[config.mk]
export PLATFORM = sky130hd
export DESIGN_NAME = seq_det_ctrl_flat
export DESIGN_NICKNAME = d
export VERILOG_FILES = /design/src/rtl/seq_det_ctrl_if.sv /design/src/rtl/seq_det_ctrl.sv /design/src/flat_wrapper.sv
export SDC_FILE = /design/constraint.sdc
export NUM_CORES = 1
export LEC_CHECK = 0
export CAP_MARGIN = 20
export CORE_UTILIZATION = 54
export DETAILED_ROUTE_END_ITERATION = 8
export PLACE_DENSITY = 0.8
export SLEW_MARGIN = 30
export SYNTH_ARGS = -nofsm -noshare
export SYNTH_HDL_FRONTEND = slang
export SYNTH_SLANG_ARGS = --single-unit
[constraint.sdc]
create_clock -name clk -period 3.34 [get_ports clk]
set_clock_uncertainty 0.1 [all_clocks]
set_input_delay 0.334 -clock clk [delete_from_list [all_inputs] [get_ports clk]]
set_output_delay 0.334 -clock clk [all_outputs]
set_load 0.01 [all_outputs]
[src/rtl/seq_det_ctrl_if.sv]
`default_nettype none
// ============================================================================
// Module   : seq_det_ctrl_if
// Brief    : Control/config/serial-data bundle for the sequence detector.
// Revision : 1.0 - initial release
// ============================================================================
interface seq_det_ctrl_if #(
    parameter int MAXL = 8,
    parameter int TW   = 8
);
    logic            start;
    logic            abort;
    logic [MAXL-1:0] cfg_pattern;
    logic [2:0]      cfg_len;
    logic [TW-1:0]   cfg_timeout;
    logic            seq_in;
    logic            seq_valid;
    logic            busy;
    logic            done;
    logic            match;
    logic            timeout;
    logic [TW-1:0]   match_pos;
    logic [3:0]      match_cnt;

    modport master (
        output start, abort, cfg_pattern, cfg_len, cfg_timeout, seq_in, seq_valid,
        input  busy, done, match, timeout, match_pos, match_cnt
    );

    modport slave (
        input  start, abort, cfg_pattern, cfg_len, cfg_timeout, seq_in, seq_valid,
        output busy, done, match, timeout, match_pos, match_cnt
    );
endinterface
`default_nettype wire

[src/rtl/seq_det_ctrl.sv]
`default_nettype none
// ============================================================================
// Module   : seq_det_ctrl
// Brief    : Serial pattern detector with timeout budget and session control.
//            SEQ_DET_CTRL_CONT_EN selects continuous (count-all-hits) mode.
// Revision : 1.0 - initial release
// ============================================================================
module seq_det_ctrl #(
    parameter int MAXL = 8,
    parameter int TW   = 8
) (
    input  logic          clk,
    input  logic          rst,
    seq_det_ctrl_if.slave bus
);
    typedef enum logic [1:0] {
        IDLE = 2'd0,
        RUN  = 2'd1,
        DONE = 2'd2
    } state_t;

    localparam logic [3:0] c_cnt_max = 4'hF;

    state_t          r_state;
    state_t          w_state_nxt;
    logic [MAXL-1:0] r_pat;
    logic [MAXL-1:0] r_sh;
    logic [MAXL-1:0] w_sh_nxt;
    logic [MAXL-1:0] w_mask;
    logic [2:0]      r_len;
    logic [TW-1:0]   r_tmo;
    logic [TW-1:0]   r_bits;
    logic [TW-1:0]   w_bits_sat;
    logic [TW-1:0]   r_match_pos;
    logic [TW:0]     w_bits_p1;
    logic [TW:0]     w_len_full;
    logic            r_match;
    logic            r_timeout;
    logic [3:0]      r_match_cnt;
    logic            w_hit;
    logic            w_expire;
    logic            w_accept;
    logic            w_shift_en;

    assign w_sh_nxt   = {r_sh[MAXL-2:0], bus.seq_in};
    assign w_mask     = ~({MAXL{1'b1}} << ({1'b0, r_len} + 4'd1));
    assign w_bits_p1  = {1'b0, r_bits} + (TW+1)'(1);
    assign w_bits_sat = w_bits_p1[TW] ? {TW{1'b1}} : w_bits_p1[TW-1:0];
    assign w_len_full = (TW+1)'(r_len) + (TW+1)'(1);

    // Length gate keeps the zero-cleared shift register from matching early.
    assign w_hit    = (w_bits_p1 >= w_len_full) &&
                      ((w_sh_nxt & w_mask) == (r_pat & w_mask));
    assign w_expire = (r_tmo != '0) && (w_bits_p1 == {1'b0, r_tmo});

    assign bus.busy      = (r_state != IDLE);
    assign bus.done      = (r_state == DONE);
    assign bus.match     = r_match;
    assign bus.timeout   = r_timeout;
    assign bus.match_pos = r_match_pos;
    assign bus.match_cnt = r_match_cnt;

    always_ff @(posedge clk or posedge rst) begin
        if (rst) begin
            r_state <= IDLE;
        end else begin
            r_state <= w_state_nxt;
        end
    end

    always_comb begin
        w_state_nxt = r_state;
        w_accept    = 1'b0;
        w_shift_en  = 1'b0;
        case (r_state)
            IDLE: begin
                if (bus.start) begin
                    w_state_nxt = RUN;
                    w_accept    = 1'b1;
                end
            end
            RUN: begin
                if (bus.abort) begin
                    w_state_nxt = IDLE;
                end else if (bus.seq_valid) begin
                    w_shift_en = 1'b1;
`ifdef SEQ_DET_CTRL_CONT_EN
                    if (w_expire) begin
                        w_state_nxt = DONE;
                    end
`else
                    if (w_hit || w_expire) begin
                        w_state_nxt = DONE;
                    end
`endif
                end
            end
            DONE:    w_state_nxt = IDLE;
            default: w_state_nxt = IDLE;
        endcase
    end

    always_ff @(posedge clk or posedge rst) begin
        if (rst) begin
            r_pat       <= '0;
            r_len       <= '0;
            r_tmo       <= '0;
            r_sh        <= '0;
            r_bits      <= '0;
            r_match     <= 1'b0;
            r_timeout   <= 1'b0;
            r_match_pos <= '0;
            r_match_cnt <= '0;
        end else if (w_accept) begin
            r_pat       <= bus.cfg_pattern;
            r_len       <= bus.cfg_len;
            r_tmo       <= bus.cfg_timeout;
            r_sh        <= '0;
            r_bits      <= '0;
            r_match     <= 1'b0;
            r_timeout   <= 1'b0;
            r_match_pos <= '0;
            r_match_cnt <= '0;
        end else if (w_shift_en) begin
            r_sh   <= w_sh_nxt;
            r_bits <= w_bits_sat;
            if (w_hit && !r_match) begin
                r_match     <= 1'b1;
                r_match_pos <= w_bits_sat;
            end
`ifdef SEQ_DET_CTRL_CONT_EN
            if (w_hit && (r_match_cnt != c_cnt_max)) begin
                r_match_cnt <= r_match_cnt + 4'd1;
            end
            // A hit on the expiring bit still counts as a match.
            if (w_expire) begin
                r_timeout <= ~(w_hit | (r_match_cnt != 4'd0));
            end
`else
            if (w_hit) begin
                r_match_cnt <= 4'd1;
            end else if (w_expire) begin
                r_timeout <= 1'b1;
            end
`endif
        end
    end
endmodule
`default_nettype wire

[src/flat_wrapper.sv]
// flat-port wrapper written by rule: the top's interface ports become plain ports
module seq_det_ctrl_flat 
#(
    parameter int MAXL = 8,
    parameter int TW   = 8
)
  (clk, rst, bus_start, bus_abort, bus_cfg_pattern, bus_cfg_len, bus_cfg_timeout, bus_seq_in, bus_seq_valid, bus_busy, bus_done, bus_match, bus_timeout, bus_match_pos, bus_match_cnt);
  seq_det_ctrl_if #(.MAXL(MAXL), .TW(TW)) bus_i ();
  input  logic clk;
  input  logic rst;
  input wire logic [$bits(bus_i.start)-1:0] bus_start;
  input wire logic [$bits(bus_i.abort)-1:0] bus_abort;
  input wire logic [$bits(bus_i.cfg_pattern)-1:0] bus_cfg_pattern;
  input wire logic [$bits(bus_i.cfg_len)-1:0] bus_cfg_len;
  input wire logic [$bits(bus_i.cfg_timeout)-1:0] bus_cfg_timeout;
  input wire logic [$bits(bus_i.seq_in)-1:0] bus_seq_in;
  input wire logic [$bits(bus_i.seq_valid)-1:0] bus_seq_valid;
  output wire logic [$bits(bus_i.busy)-1:0] bus_busy;
  output wire logic [$bits(bus_i.done)-1:0] bus_done;
  output wire logic [$bits(bus_i.match)-1:0] bus_match;
  output wire logic [$bits(bus_i.timeout)-1:0] bus_timeout;
  output wire logic [$bits(bus_i.match_pos)-1:0] bus_match_pos;
  output wire logic [$bits(bus_i.match_cnt)-1:0] bus_match_cnt;
  assign bus_i.start = bus_start;
  assign bus_i.abort = bus_abort;
  assign bus_i.cfg_pattern = bus_cfg_pattern;
  assign bus_i.cfg_len = bus_cfg_len;
  assign bus_i.cfg_timeout = bus_cfg_timeout;
  assign bus_i.seq_in = bus_seq_in;
  assign bus_i.seq_valid = bus_seq_valid;
  assign bus_busy = bus_i.busy;
  assign bus_done = bus_i.done;
  assign bus_match = bus_i.match;
  assign bus_timeout = bus_i.timeout;
  assign bus_match_pos = bus_i.match_pos;
  assign bus_match_cnt = bus_i.match_cnt;
  seq_det_ctrl #(.MAXL(MAXL), .TW(TW)) u_core (.clk(clk), .rst(rst), .bus(bus_i));
endmodule
# == Word-level counts from Yosys, hierarchy flattened ==
# Index checks and enable logic that the tools add are counted.
# op_classes
n_mux,28
add_sub_neg,3
order_cmp,1
shifts,1
bitwise_logic,3
reduce_logical,16
n_eq_ne,8
# op_table
cell,n
2-to-1 mux 8 bit,6
bitwise AND 8 bit,2
2-to-1 mux 7 bit,2
2-to-1 mux 1 bit,12
2-to-1 mux 4 bit,3
nonzero test 2 bit,5
"adder 8 x 1 -> 9 bit, second input constant",1
== test 9 x 8 -> 1 bit,1
greater-or-equal comparator 9 bit,1
"adder 3 x 1 -> 4 bit, second input constant",2
== test 8 bit,1
2-to-1 mux 2 bit,4
NOT 8 bit,1
nonzero test 8 bit,1
"left shift 8 x 4 -> 8 bit, first input constant",1
AND reduction 3 bit,2
"!= test 2 bit, second input constant",2
case mux 2 bit (2 select lines),1
AND reduction 2 bit,2
logical AND 1 bit,3
"!= test 3 x 2 -> 1 bit, second input constant",1
"!= test 3 bit, second input constant",1
"== test 2 x 1 -> 1 bit, second input constant",1
"== test 2 bit, second input constant",1
other kinds (3),3
# totals
regBits,50
output_inout_bits,16
input_bits,25
word_cells,70

# == Depth between registers and ports, before layout ==
# depth
word_depth,11
mapped_depth,10
ltp_nobuf,9

# == Least setup slack after synthesis ==
# OpenSTA, ideal clock, no wires.
# synth_path
kind,reg-to-reg
from,register u_core.r_bits[0]
to,"register u_core.r_timeout, in the netlist u_core.bus.timeout"
slack_ns,0.877
setup_ns,0.092
path_stages_with_launch,9
period_less_slack_ns,2.463
arrival_ns,2.271
t_required_ns,3.148
cell_sequence,dfrtp_1 ha_1 and3_1 buf_6 or4b_4 a21oi_2 o221ai_2 and3_1 o31ai_2
# synth_via
elab_chain_len,5
elab_cells_between_ends,8
classes_between,1 x add/sub; 1 x order compare; 2 x eq/ne; 4 x reduce/logical
# synth_lines
item,line_no,source
start: declaration,seq_det_ctrl.sv:32,logic [TW-1:0] r_bits;
start signal: assignment,seq_det_ctrl.sv:126,r_bits <= w_bits_sat;
adder 8 x 1 -> 9 bit *,seq_det_ctrl.sv:47,"assign w_bits_p1 = {1'b0, r_bits} + (TW+1)'(1);"
greater-or-equal comparator 9 bit / == test 9 x 8 -> 1 bit (equally long branches),"seq_det_ctrl.sv:52, seq_det_ctrl.sv:54",
logical AND 1 bit (on tied branches),"seq_det_ctrl.sv:52, seq_det_ctrl.sv:54",
!= test 2 bit (no line) / nonzero test 2 bit (equally long branches),--,
AND reduction 3 bit (no line) *,--,
end signal: assignment,seq_det_ctrl.sv:111,r_timeout <= 1'b0;
end signal: assignment,seq_det_ctrl.sv:121,r_timeout <= 1'b0;
end signal: assignment,seq_det_ctrl.sv:143,r_timeout <= 1'b1;
end: declaration,seq_det_ctrl.sv:38,logic r_timeout;
# Every way passes the cells marked *; elsewhere a longest branch is shown, timed or not.
# A chain may end at the register's enable or synchronous reset.

# == Final worst setup path ==
# Same ends and word-level chain as after synthesis.

==> results.md <==
Outcome:
- The flow ran to the end, and the final reports show no timing, DRC or antenna violations.

Logic synthesis:
- The most used flip-flop cell after synthesis is dfrtp_1.
- Yosys attributes the largest share of cell area to dfrtp_1, nand2_1, xnor2_1.
- The fraction of the yosys area taken by sequential cells is 45.2%.
- Yosys instantiated no cell more often than nand2_1.
- The synthesized netlist occupies a cell area of 0.00260 mm².
- dfrtp_1 takes more of the synthesized area than any other cell.
- Ranked by instance count, the synthesized netlist is headed by nand2_1, dfrtp_1, a21oi_1.
- Of all flip-flops after synthesis, the portion carrying an async set or reset was 100%.
- During synthesis, Yosys emitted a total of 0 warnings.
- Synthesis handed over a netlist of 300 instances.
- The post-synthesis cell type count is 45.
- The synthesized area divided by synthesized cell count is 8.68 µm².
- The number of register bits inferred by synthesis is 47.
- The count of flip-flops with a built-in enable after synthesis is 0.
- Of the post-synthesis cell area, the dominant cell type holds 45.2%.

Clocking:
- TritonCTS built the clock tree.
- After clock tree synthesis, the clock-pin slew on the worst setup and hold paths is 100 ps.
- The clock tree buffer depth is 2.
- For the worst-skew pair, the clock arrives at the later sink with an insertion delay of a little over 300 ps.
- The cell at the root of the clock tree is clkbuf_8.
- The number of hold-repair buffers added at the cts stage is 0.
- Buffers inserted during clock tree synthesis total 5.
- CTS built an H-tree with a depth of 2.
- The number of setup buffers added after CTS is 0.
- The total of cells resized after clock tree synthesis is 0.
- The clock net in this run drives a total of 47 sinks.

Global routing:
- After global routing the overflow that remains totals 0.
- Entering global routing, the biggest net connects 48 pins.
- The total track usage is 25.7%.
- The first global-routing pass estimated 10.2 mm of wire.
- The initial antenna violation count is 0.
- The number of global-route vias before repair is between 2000 and 2500.

Final layout:
- The share of layout cells above drive strength 1 is under 10%.
- The layout has 369 filler cells.
- The final layout contains 363 nets.
- The synthesis-to-layout area growth is 18.6%.
- 0 antenna diodes ended up in the layout.
- The final design area excluding fillers is 0.00309 mm².

STA:
- The post-layout minimum cycle time is 2710 ps.
- The upper clock frequency limit is 0.369 GHz.
- Adding up every negative setup slack in the final design gives 0 ps.
- The final number of hold-violating endpoints is 0.
- After layout, the worst path uses slightly above 80% of the clock period.
- The count of final max-slew check failures was 0.
- Setup repair after global routing left no endpoint under its margin.
- Setup violations remaining at the end of the flow were counted as 0.
- At the pin with the least slew margin, the transition time is 685 ps.
- The worst slew margin relative to its limit is 54.3%.
- Setup slack on the critical path of the routed design comes to 627 ps.

Job:
- Across the run, the number of max-cap violations was 0.

Critical path:
- For the worst setup path, the data required time is 3460 ps.
- The worst setup path is launched from a register.
- The startpoint identified for the worst register-to-register timing path is u_core.r_bits[0].
- The setup path with the least slack is of type register to register.
- STA classifies the critical path endpoint as a register.
- The endpoint of the worst register-to-register path is u_core.bus.timeout.
- Of all nets on the critical path, the largest fanout is 9.
- Measured in cells, the most critical reg-to-reg path has a length of 7.
- The data arrival time at the worst-slack endpoint is 2840 ps.
- The register-to-register setup slack is ~630 ps.

Placement:
- Input and output buffers added on the ports amount to 37.
- Before CTS, the worst setup slack after placement is 674 ps.
- The half-perimeter wire length after detailed placement is approximately 4 mm.
- The cell area after placement is 0.00297 mm².
- The last weighted congestion value of the routability-driven placer is 0.914.

Power and ir drop:
- The sum of internal, switching and leakage power is roughly 2.5 mW.
- The leakage power summed over all cells is 1.32 nW.
- For this design the ratio of total power to cell area is 800 mW/mm².
- The worst-case IR drop observed on VDD is 0.519 mV.

Min path:
- In this run the worst hold path is classified as input port to asynchronous set/reset pin.

Drt:
- The first TritonRoute pass finished after 4 iterations.
- Using the TritonRoute via totals, the vias-per-cell ratio works out to 5.73.
- The number of remaining DRC errors is 0.
- The antenna violation net count after detailed routing is 0.
- Summing over every cut layer, the via total after detailed routing is 2196.
- After the first detailed-routing iteration, the DRC count stood at 186.
- The routed wire length per instance is between 15 and 20 µm.
- For this block, the routed nets add up to 5.86 mm of wire.

Floorplan:
- just over 40 I/O pins were placed.
- From left edge to right edge, the die measures approximately 71 µm.
- The effective utilization at floorplan is between 50% and 60%.
- After floorplanning, the core was divided into 24 placement rows.
- The die covers about 0.0051 mm².
- The core footprint is 0.00450 mm².
- The floorplan step set the die height to a little over 70 µm.
## stage by stage
step,util (%),std cells,hold WS [ps]
6_report,68.6,383,366
5_1_grt,68.6,383,440
4_1_cts,68.6,383,400
3_5_place_dp,66.0,375,389
3_3_place_gp,66.0,375,381
2_1_floorplan,-,302,339
## area by class of cell
cell class | instances | area (µm²) | share of cell area [%]
Tap cell | 52 | 65.1 | 2.11
Inverter | 8 | 30.0 | 0.972
Timing Repair Buffer | 41 | 400 | 13.0
Clock buffer | 5 | 68.8 | 2.23
Clock inverter | 3 | 46.3 | 1.50
Multi-Input combinational cell | 227 | 1300 | 42.1
Sequential cell | 47 | 1180 | 38.1
## placed cells by master, fill, tap and decap left out, drive strengths merged, types with 2 or more instances in the layout
master,n
o21ai,9
inv,8
a311oi,6
mux2i,2
a2111oi,2
nand2,86
nand3,13
o221ai,2
nand2b,3
a21oi,28
buf,4
clkbuf,5
a211oi,5
dfrtp,47
a31oi,2
conb,3
nor2,11
o31ai,2
ha,8
nor4,4
clkdlybuf4s50,37
xnor2,20
and3,4
and2,4
## flip-flops by register name (all words and copies together) (netlist names)
register              count
u_core.bus.match          1
u_core.bus.match_pos      8
u_core.r_sh               7
u_core.r_tmo              8
u_core.r_pat              8
u_core.bus.timeout        1
u_core.r_bits             8
u_core.r_state            2
u_core.bus.match_cnt      1
u_core.r_len              3
## routing by layer
layer | GRT usage, % | routed length (µm) | vias to the layer above | share of wire, %
li1 | - | - | 1080 | -
met3 | 3.94 | 263 | 5 | 4.5
met1 | 32.2 | 2610 | 1045 | 45
met4 | 9.33 | 56 | 0 | 0.96
met2 | 45.2 | 2920 | 66 | 50
met5 | 0 | 0 | - | 0
## worst max-delay path by stage
| stage | to | startpoint | slack, ps |
|---|---|---|---|
| floorplan | u_core.bus.timeout | u_core.r_bits[0] | 880 |
| global placement | u_core.bus.timeout | u_core.r_bits[0] | 720 |
| detailed placement | u_core.bus.match_pos[0] | u_core.r_len[1] | 670 |
| CTS | u_core.bus.match_pos[0] | u_core.r_len[1] | 650 |
| global route | u_core.bus.match_pos[2] | u_core.r_len[1] | 440 |
| finish | u_core.bus.timeout | u_core.r_bits[0] | 630 |
## worst max-delay path: stages (launching register included)
cell and delay [ps]:
dfrtp_1 480, ha_1 330, and3_1 290, or4b_4 570, a21oi_2 200, o221ai_2 210
and3_1 230, o31ai_2 230
## where the power goes
part           internal (mW)  leakage [nW]  switching, mW
clock                  0.226        0.0548          0.206
combinational          0.494         0.649          0.632
sequential             0.735         0.619          0.178
total                   1.45          1.32           1.02
## cells by family (layout without fill, tap and decap cells)
group	after synthesis	in the layout	synth area share, %
AND/OR/NAND/NOR	132	132	22.3
adder cells (fa/ha/maj)	9	9	4.23
AO/OA/AOI/OAI	60	60	15.1
other	1	3	0.144
XOR/XNOR	21	21	7.06
flip-flops	47	47	45.2
multiplexers	2	2	0.769
buffers and inverters	28	57	5.14
(Power assumes the default switching activity.)
